<file path="src/rtl/rvvi_retire_buffer_if.sv">
// rtl/rvvi_retire_buffer_if.sv - commit-port and trace-slot bundle for rvvi_retire_buffer
//
// Purpose: groups the core commit handshake (in_*), the sink stall and the
// RVVI trace slot outputs into one interface.
// Modports:
//   master - core/sink side: drives in_* and out_stall, observes everything else
//   slave  - retire buffer side: consumes in_* and out_stall, drives in_ready and trace slot
interface rvvi_retire_buffer_if #(
  parameter int ILEN = 32,
  parameter int XLEN = 32
);
  logic                  in_valid;
  logic                  in_ready;
  logic [ILEN-1:0]       in_insn;
  logic [XLEN-1:0]       in_pc;
  logic [XLEN-1:0]       in_pc_next;
  logic                  in_trap;
  logic                  in_debug;
  logic [1:0]            in_mode;
  logic                  in_rd_we;
  logic [4:0]            in_rd;
  logic [XLEN-1:0]       in_rd_data;
  logic                  in_csr_we;
  logic [11:0]           in_csr_addr;
  logic [XLEN-1:0]       in_csr_data;
  logic                  out_stall;
  logic                  valid;
  logic [63:0]           order;
  logic [ILEN-1:0]       insn;
  logic                  trap;
  logic                  debug_mode;
  logic [XLEN-1:0]       pc_rdata;
  logic [XLEN-1:0]       pc_wdata;
  logic [1:0]            mode;
  logic [31:0][XLEN-1:0] x_wdata;
  logic [31:0]           x_wb;
  logic                  csr_wb;
  logic [11:0]           csr_addr;
  logic [XLEN-1:0]       csr_wdata;
  logic                  pc_err;

  modport master (
    output in_valid, in_insn, in_pc, in_pc_next, in_trap, in_debug, in_mode,
           in_rd_we, in_rd, in_rd_data, in_csr_we, in_csr_addr, in_csr_data,
           out_stall,
    input  in_ready, valid, order, insn, trap, debug_mode, pc_rdata, pc_wdata,
           mode, x_wdata, x_wb, csr_wb, csr_addr, csr_wdata, pc_err
  );

  modport slave (
    input  in_valid, in_insn, in_pc, in_pc_next, in_trap, in_debug, in_mode,
           in_rd_we, in_rd, in_rd_data, in_csr_we, in_csr_addr, in_csr_data,
           out_stall,
    output in_ready, valid, order, insn, trap, debug_mode, pc_rdata, pc_wdata,
           mode, x_wdata, x_wb, csr_wb, csr_addr, csr_wdata, pc_err
  );
endinterface

</file>
<file path="src/rtl/rvvi_retire_buffer.sv">
// rtl/rvvi_retire_buffer.sv - retirement FIFO with order numbering and shadow X file for RVVI
//
// Purpose: buffers commit events in a DEPTH-entry FIFO, pops one per cycle
// unless the sink stalls, numbers popped events 1,2,3,... and keeps a shadow
// GPR file so every trace slot carries the full post-retire X register state.
// Ports:
//   clk   - clock, all state on rising edge
//   rst_n - asynchronous active-low reset
//   bus   - rvvi_retire_buffer_if.slave (commit handshake in, trace slot out)
// Optional feature: define RVVI_RETIRE_BUF_PC_CHECK_EN to enable the sticky
// PC continuity check on pc_err; otherwise pc_err is tied to 0.
module rvvi_retire_buffer #(
  parameter int ILEN  = 32,
  parameter int XLEN  = 32,
  parameter int DEPTH = 4
) (
  input logic                  clk,
  input logic                  rst_n,
  rvvi_retire_buffer_if.slave  bus
);
  localparam int AW = (DEPTH > 1) ? $clog2(DEPTH) : 1;
  localparam logic [AW:0] CNT_FULL = (AW+1)'(DEPTH);

  typedef struct packed {
    logic [ILEN-1:0] insn;
    logic [XLEN-1:0] pc;
    logic [XLEN-1:0] pc_next;
    logic            trap;
    logic            debug;
    logic [1:0]      mode;
    logic            rd_we;
    logic [4:0]      rd;
    logic [XLEN-1:0] rd_data;
    logic            csr_we;
    logic [11:0]     csr_addr;
    logic [XLEN-1:0] csr_data;
  } entry_t;

  entry_t                r_mem [DEPTH];
  logic [AW-1:0]         r_wr_ptr;
  logic [AW-1:0]         r_rd_ptr;
  logic [AW:0]           r_count;
  logic [63:0]           r_next_order;
  logic [31:0][XLEN-1:0] r_shadow;

  logic                  r_valid;
  logic [63:0]           r_order;
  logic [ILEN-1:0]       r_insn;
  logic                  r_trap;
  logic                  r_debug;
  logic [XLEN-1:0]       r_pc_rdata;
  logic [XLEN-1:0]       r_pc_wdata;
  logic [1:0]            r_mode;
  logic [31:0]           r_x_wb;
  logic                  r_csr_wb;
  logic [11:0]           r_csr_addr;
  logic [XLEN-1:0]       r_csr_wdata;

  entry_t w_in_entry;
  entry_t w_head;
  logic   w_push;
  logic   w_pop;
  logic   w_gpr_wr;

  // Ready depends only on the registered count: a full buffer never accepts,
  // even in a cycle where it also pops.
  assign bus.in_ready = (r_count < CNT_FULL);
  assign w_push       = bus.in_valid && bus.in_ready;
  assign w_pop        = (r_count != '0) && !bus.out_stall;
  assign w_head       = r_mem[r_rd_ptr];
  assign w_gpr_wr     = w_head.rd_we && (w_head.rd != 5'd0) && !w_head.trap;

  assign w_in_entry = '{
    insn:     bus.in_insn,
    pc:       bus.in_pc,
    pc_next:  bus.in_pc_next,
    trap:     bus.in_trap,
    debug:    bus.in_debug,
    mode:     bus.in_mode,
    rd_we:    bus.in_rd_we,
    rd:       bus.in_rd,
    rd_data:  bus.in_rd_data,
    csr_we:   bus.in_csr_we,
    csr_addr: bus.in_csr_addr,
    csr_data: bus.in_csr_data
  };

  // Storage carries no reset: stale contents are unreachable once pointers clear.
  always_ff @(posedge clk) begin
    if (w_push) r_mem[r_wr_ptr] <= w_in_entry;
  end

  always_ff @(posedge clk or negedge rst_n) begin
    if (!rst_n) begin
      r_wr_ptr     <= '0;
      r_rd_ptr     <= '0;
      r_count      <= '0;
      r_next_order <= 64'd1;
      r_shadow     <= '0;
      r_valid      <= 1'b0;
      r_order      <= '0;
      r_insn       <= '0;
      r_trap       <= 1'b0;
      r_debug      <= 1'b0;
      r_pc_rdata   <= '0;
      r_pc_wdata   <= '0;
      r_mode       <= '0;
      r_x_wb       <= '0;
      r_csr_wb     <= 1'b0;
      r_csr_addr   <= '0;
      r_csr_wdata  <= '0;
    end else begin
      if (w_push) r_wr_ptr <= r_wr_ptr + 1'b1;
      if (w_pop)  r_rd_ptr <= r_rd_ptr + 1'b1;
      case ({w_push, w_pop})
        2'b10:   r_count <= r_count + 1'b1;
        2'b01:   r_count <= r_count - 1'b1;
        default: r_count <= r_count;
      endcase

      r_valid <= w_pop;
      if (w_pop) begin
        r_order      <= r_next_order;
        r_next_order <= r_next_order + 64'd1;
        r_insn       <= w_head.insn;
        r_trap       <= w_head.trap;
        r_debug      <= w_head.debug;
        r_pc_rdata   <= w_head.pc;
        r_pc_wdata   <= w_head.pc_next;
        r_mode       <= w_head.mode;
        r_csr_wb     <= w_head.csr_we;
        r_csr_addr   <= w_head.csr_addr;
        r_csr_wdata  <= w_head.csr_data;
        r_x_wb       <= w_gpr_wr ? (32'd1 << w_head.rd) : 32'd0;
        if (w_gpr_wr) r_shadow[w_head.rd] <= w_head.rd_data;
      end else begin
        r_x_wb   <= '0;
        r_csr_wb <= 1'b0;
      end
    end
  end

`ifdef RVVI_RETIRE_BUF_PC_CHECK_EN
  // r_chk_armed: a previous non-trap event exists whose pc_next is the
  // expected pc of the next popped event.
  logic            r_pc_err;
  logic            r_chk_armed;
  logic [XLEN-1:0] r_prev_pc_next;

  always_ff @(posedge clk or negedge rst_n) begin
    if (!rst_n) begin
      r_pc_err       <= 1'b0;
      r_chk_armed    <= 1'b0;
      r_prev_pc_next <= '0;
    end else if (w_pop) begin
      if (r_chk_armed && (w_head.pc != r_prev_pc_next)) r_pc_err <= 1'b1;
      r_chk_armed    <= !w_head.trap;
      r_prev_pc_next <= w_head.pc_next;
    end
  end

  assign bus.pc_err = r_pc_err;
`else
  assign bus.pc_err = 1'b0;
`endif

  assign bus.valid      = r_valid;
  assign bus.order      = r_order;
  assign bus.insn       = r_insn;
  assign bus.trap       = r_trap;
  assign bus.debug_mode = r_debug;
  assign bus.pc_rdata   = r_pc_rdata;
  assign bus.pc_wdata   = r_pc_wdata;
  assign bus.mode       = r_mode;
  assign bus.x_wdata    = r_shadow;
  assign bus.x_wb       = r_x_wb;
  assign bus.csr_wb     = r_csr_wb;
  assign bus.csr_addr   = r_csr_addr;
  assign bus.csr_wdata  = r_csr_wdata;
endmodule
</file>
<file path="src/flat_wrapper.sv">
// flat-port wrapper written by rule: the top's interface ports become plain ports
module rvvi_retire_buffer_flat 
#(
  parameter int ILEN  = 32,
  parameter int XLEN  = 32,
  parameter int DEPTH = 4
)
  (clk, rst_n, bus_in_valid, bus_in_insn, bus_in_pc, bus_in_pc_next, bus_in_trap, bus_in_debug, bus_in_mode, bus_in_rd_we, bus_in_rd, bus_in_rd_data, bus_in_csr_we, bus_in_csr_addr, bus_in_csr_data, bus_out_stall, bus_in_ready, bus_valid, bus_order, bus_insn, bus_trap, bus_debug_mode, bus_pc_rdata, bus_pc_wdata, bus_mode, bus_x_wdata, bus_x_wb, bus_csr_wb, bus_csr_addr, bus_csr_wdata, bus_pc_err);
  rvvi_retire_buffer_if #(.ILEN(ILEN), .XLEN(XLEN)) bus_i ();
  input logic clk;
  input logic rst_n;
  input wire logic [$bits(bus_i.in_valid)-1:0] bus_in_valid;
  input wire logic [$bits(bus_i.in_insn)-1:0] bus_in_insn;
  input wire logic [$bits(bus_i.in_pc)-1:0] bus_in_pc;
  input wire logic [$bits(bus_i.in_pc_next)-1:0] bus_in_pc_next;
  input wire logic [$bits(bus_i.in_trap)-1:0] bus_in_trap;
  input wire logic [$bits(bus_i.in_debug)-1:0] bus_in_debug;
  input wire logic [$bits(bus_i.in_mode)-1:0] bus_in_mode;
  input wire logic [$bits(bus_i.in_rd_we)-1:0] bus_in_rd_we;
  input wire logic [$bits(bus_i.in_rd)-1:0] bus_in_rd;
  input wire logic [$bits(bus_i.in_rd_data)-1:0] bus_in_rd_data;
  input wire logic [$bits(bus_i.in_csr_we)-1:0] bus_in_csr_we;
  input wire logic [$bits(bus_i.in_csr_addr)-1:0] bus_in_csr_addr;
  input wire logic [$bits(bus_i.in_csr_data)-1:0] bus_in_csr_data;
  input wire logic [$bits(bus_i.out_stall)-1:0] bus_out_stall;
  output wire logic [$bits(bus_i.in_ready)-1:0] bus_in_ready;
  output wire logic [$bits(bus_i.valid)-1:0] bus_valid;
  output wire logic [$bits(bus_i.order)-1:0] bus_order;
  output wire logic [$bits(bus_i.insn)-1:0] bus_insn;
  output wire logic [$bits(bus_i.trap)-1:0] bus_trap;
  output wire logic [$bits(bus_i.debug_mode)-1:0] bus_debug_mode;
  output wire logic [$bits(bus_i.pc_rdata)-1:0] bus_pc_rdata;
  output wire logic [$bits(bus_i.pc_wdata)-1:0] bus_pc_wdata;
  output wire logic [$bits(bus_i.mode)-1:0] bus_mode;
  output wire logic [$bits(bus_i.x_wdata)-1:0] bus_x_wdata;
  output wire logic [$bits(bus_i.x_wb)-1:0] bus_x_wb;
  output wire logic [$bits(bus_i.csr_wb)-1:0] bus_csr_wb;
  output wire logic [$bits(bus_i.csr_addr)-1:0] bus_csr_addr;
  output wire logic [$bits(bus_i.csr_wdata)-1:0] bus_csr_wdata;
  output wire logic [$bits(bus_i.pc_err)-1:0] bus_pc_err;
  assign bus_i.in_valid = bus_in_valid;
  assign bus_i.in_insn = bus_in_insn;
  assign bus_i.in_pc = bus_in_pc;
  assign bus_i.in_pc_next = bus_in_pc_next;
  assign bus_i.in_trap = bus_in_trap;
  assign bus_i.in_debug = bus_in_debug;
  assign bus_i.in_mode = bus_in_mode;
  assign bus_i.in_rd_we = bus_in_rd_we;
  assign bus_i.in_rd = bus_in_rd;
  assign bus_i.in_rd_data = bus_in_rd_data;
  assign bus_i.in_csr_we = bus_in_csr_we;
  assign bus_i.in_csr_addr = bus_in_csr_addr;
  assign bus_i.in_csr_data = bus_in_csr_data;
  assign bus_i.out_stall = bus_out_stall;
  assign bus_in_ready = bus_i.in_ready;
  assign bus_valid = bus_i.valid;
  assign bus_order = bus_i.order;
  assign bus_insn = bus_i.insn;
  assign bus_trap = bus_i.trap;
  assign bus_debug_mode = bus_i.debug_mode;
  assign bus_pc_rdata = bus_i.pc_rdata;
  assign bus_pc_wdata = bus_i.pc_wdata;
  assign bus_mode = bus_i.mode;
  assign bus_x_wdata = bus_i.x_wdata;
  assign bus_x_wb = bus_i.x_wb;
  assign bus_csr_wb = bus_i.csr_wb;
  assign bus_csr_addr = bus_i.csr_addr;
  assign bus_csr_wdata = bus_i.csr_wdata;
  assign bus_pc_err = bus_i.pc_err;
  rvvi_retire_buffer #(.ILEN(ILEN), .XLEN(XLEN), .DEPTH(DEPTH)) u_core (.clk(clk), .rst_n(rst_n), .bus(bus_i));
endmodule
</file>
<file path="config.mk">
export PLATFORM = sky130hd
export DESIGN_NAME = rvvi_retire_buffer_flat
export DESIGN_NICKNAME = d
export VERILOG_FILES = /design/src/rtl/rvvi_retire_buffer_if.sv /design/src/rtl/rvvi_retire_buffer.sv /design/src/flat_wrapper.sv
export SDC_FILE = /design/constraint.sdc
export NUM_CORES = 2
export LEC_CHECK = 0
export ABC_AREA = 1
export ABC_CLOCK_PERIOD_IN_PS = 16700
export BUFFER_PORTS_ARGS = -buffer_cell sky130_fd_sc_hd__buf_2
export CELL_PAD_IN_SITES_DETAIL_PLACEMENT = 1
export CELL_PAD_IN_SITES_GLOBAL_PLACEMENT = 1
export CORE_AREA = 2 2 568 570
export DETAILED_ROUTE_END_ITERATION = 8
export DIE_AREA = 0 0 570 572
export GPL_ROUTABILITY_DRIVEN = 0
export PLACE_DENSITY_LB_ADDON = 0.12
export SLEW_MARGIN = 20
export SYNTH_ARGS = -nofsm -noshare
export SYNTH_HDL_FRONTEND = slang
export SYNTH_SLANG_ARGS = --single-unit
</file>
<file path="constraint.sdc">
create_clock -name clk -period 16.7 [get_ports clk]
set_input_delay 0.835 -clock clk [delete_from_list [all_inputs] [get_ports clk]]
set_output_delay 0.835 -clock clk [all_outputs]
set_load 0.05 [all_outputs]
</file>
==> results.md <==
- Status: complete, no violations
- Die width: 570 um
- Worst setup SP type: register
- Share of layout cells above drive strength 1: 0.240
- Drt drc: 0
- #FFs+latches synth: 2069
- Final hold violation count: 0
- FFs w/ async S/R, synth: 0.646
- Synth Area in Adders: 0.00122
- Most common flop cell mapped by yosys: dfrtp_1
- Final WL: 359000 um
- Drt wl/cell: 27.8 um
- Top delay family on crit path: buffers and inverters
- IO Count: 1455
- CP max FO: 170
- Avg Cell Area, Syn: 10.9 um2
- WP data arrival: 6270 ps
- Worst Path Required: 17500 ps
- Die area: 0.326 mm2
- Fraction of synthesized area in multiplexers: 0
- Setup TNS: 0 ps
- CTS resizes: 0
- Max Freq: 182 MHz
- Min-Delay Path Class: primary input to register
- Largest family of logic cells by synthesized area: simple AND/OR/NAND/NOR gates
- Crit end category: register
- Yosys cell types: 38
- WS Path Type: register to register
- Pwr dens: 241 mW/mm2
- Post-synthesis simple-gate area fraction: 0.169
- Antenna-violating nets left: 0
- CP Buf/Inv Count: 6
- Max-Cap Viols: 0
- Worst-Skew Late Latency: 900 ps
- Die height: 572 um
- Crit-path slowest cell: buf_4
- CTS tree: yes
- Actual slew at the worst max-slew pin: 1190 ps
- Row cnt: 208
- Slowest stage delay, CP: 940 ps
- Initial antenna violation count: 111
- Hpwl dp: 247000 um
- Yosys synthesis warning count: 0
- H-tree levels: 4
- Max-slew violations: 0
- Hold WS: 146 ps
- Synth Area in Compound Gates: 0.0756
- Syn-to-layout area delta: 25.4%
- Core ar.: 0.320 mm2
- Initial DRT Pass Iterations: 5
- Share of the yosys chip area belonging to registers: 0.710
- DR vias/cell: 4.54
- Port bufs: 1453
- Clk root buf: clkbuf_16
- Initial core utilization: 0.244
- Ratio of final minimum period to clock period: 0.328
- Final Skew: 52.1 ps
- Post-synth EDFFs: 732
- Cells after synthesis: 7172
- Clock net sink count: 2069
- Nets@finish: 8673
- Reg clk slew, reported paths: 60 ps
- Final min period: 5480 ps
- Critical path, cell by cell: clkinv_8 -> buf_4 -> nand3_1 -> nand2_1 -> nand2_1 -> inv_1 -> nand2_2 -> nor2_4 -> buf_4 -> buf_12 -> buf_4 -> nand3_1 -> nand2_1
- Tot GR Track Use: 0.214
- Setup violators final: 0
- Max Buffers Root-to-Sink: 4
- Rel. slew slack: 0.209
- Synth Area in XOR/XNOR: 0.00493
- Global-route wire length before repair: 496000 um
- VDD IR max: 0.000126 V
- Pin count of the biggest net entering global routing: 171
- Total CTS buffers: 241
- Leak pwr: 45.8 nW
- Global route total overflow: 0
- Violation count after the first detailed-route iteration: 3811
- Routed vias: 58700
- RSZ-0062 raised after global routing: false
- Mapped Area: 0.0781 mm2
- Vias in the first global route: 59000
## worst paths after layout
| path | from | end | slack (ps) | cells after the start |
|---|---|---|---|---|
| hold reg to reg | u_core.bus.x_wdata[27] | u_core.bus.x_wdata[27] | 370 | 0 |
| min in group asynchronous | rst_n | u_core.bus.x_wdata[5] | 600 | 2 |
| setup / recovery | u_core.r_rd_ptr[1] | u_core.bus.x_wdata[602] | 11220 | 13 |
| setup reg to reg | u_core.r_rd_ptr[1] | u_core.bus.x_wdata[602] | 11220 | 13 |
| hold / removal | bus_in_insn[31] | u_core.r_mem[1][182] | 150 | 1 |
| max in group asynchronous | rst_n | u_core.bus.csr_wdata[11] | 12250 | 6 |
## metrics by stage
step	cells	util	power (mW)	setup slack, ps	area, um2
after detailed placement	12400	0.281	18.6	10950	89900
after CTS	12900	0.306	24.0	10900	97900
after global placement	12400	0.281	18.5	10990	89900
after floorplan	7173	-	14.0	7320	78100
after global routing	12900	0.306	24.7	10660	97900
final	12900	0.306	23.6	11220	98000
## cell usage after synthesis, types with 4 or more instances
master,instances,area (um2)
a21oi_1,35,175
a31oi_1,143,895
a32oi_1,11,96.3
a32oi_2,21,342
buf_1,23,86.3
buf_2,214,1070
buf_4,35,263
buf_6,4,45.0
clkbuf_1,236,886
clkbuf_2,7,35.0
dfrtp_1,1336,33400
edfxtp_1,732,22000
ha_1,6,75.1
inv_1,159,597
inv_2,13,48.8
nand2_1,1838,6900
nand2_2,12,75.1
nand3_1,508,2540
nand3_2,18,180
nand4_1,31,194
nor2_1,818,3070
nor2_2,16,100
nor2_4,4,45.0
nor3_1,13,65.1
o21ai_0,728,3640
o21ai_1,151,756
xnor2_1,7,61.3
xor2_1,37,324
## worst reg2reg max path: cells and delay by family, from the launching register on
family	cells	cell delay (ps)
simple gates	7	1160
buf+inv	6	3690
flops	1	550
## final cells by class
type	count	area (um2)
diodes	21	52.6
clock buffers	372	7220
clock inverters	78	746
fillers	35900	222000
inverters	175	687
multi-input cells	4410	20200
flip-flops and latches	2069	55400
well taps	4200	5260
repair buffers	1582	8350
## logic make-up (layout without fill, tap and decap cells)
logic type,Yosys count,count (layout)
buf+inv,694,2207
simple gates,3268,3268
flops,2069,2069
fa+ha+maj,7,7
xor+xnor,44,44
other cells,1,23
compound gates,1089,1089
## power by group
part           internal [mW]  switching, mW
clock                   3.10           2.23
sequential              6.68          0.746
combinational           1.84           9.02
## metal layers
| layer | track usage | share of wire | vias up |
|---|---|---|---|
| met1 | 0.261 | 0.41 | 29900 |
| met4 | 0.0737 | 0.037 | 92 |
| met5 | 0 | 0.0016 | - |
| li1 | - | - | 26600 |
| met2 | 0.360 | 0.48 | 1506 |
| met3 | 0.0631 | 0.073 | 549 |
## registers in the layout, indices dropped and copies added (netlist names), 64 cells and up
signal and flops:
u_core.bus.x_wdata 1024, u_core.r_mem 732, u_core.bus.order 64, u_core.r_next_order 64
## cell usage in the layout (no fill, tap or decap), drive strengths merged
cell type / Yosys / routed
a21oi: 35 / 35
a31oi: 143 / 143
a32oi: 32 / 32
and2: 2 / 2
and3: 1 / 1
buf: 276 / 1581
bufinv: 0 / 9
clkbuf: 243 / 372
clkinv: 0 / 59
clkinvlp: 0 / 3
conb: 1 / 2
dfrtp: 1336 / 1336
dfstp: 1 / 1
diode: 0 / 21
dlygate4sd3: 0 / 1
edfxtp: 732 / 732
fa: 1 / 1
ha: 6 / 6
inv: 175 / 182
nand2: 1851 / 1851
nand3: 526 / 526
nand3b: 2 / 2
nand4: 31 / 31
nor2: 838 / 838
nor3: 13 / 13
nor4: 1 / 1
o21ai: 879 / 879
or2: 3 / 3
xnor2: 7 / 7
xor2: 37 / 37
## repair_timing
action / CTS / global route
setup buffers: 0 / 0
hold endpoints to repair: 64 / 0
hold buffers: 1 / 0
Power figures use the tool's default switching activity.
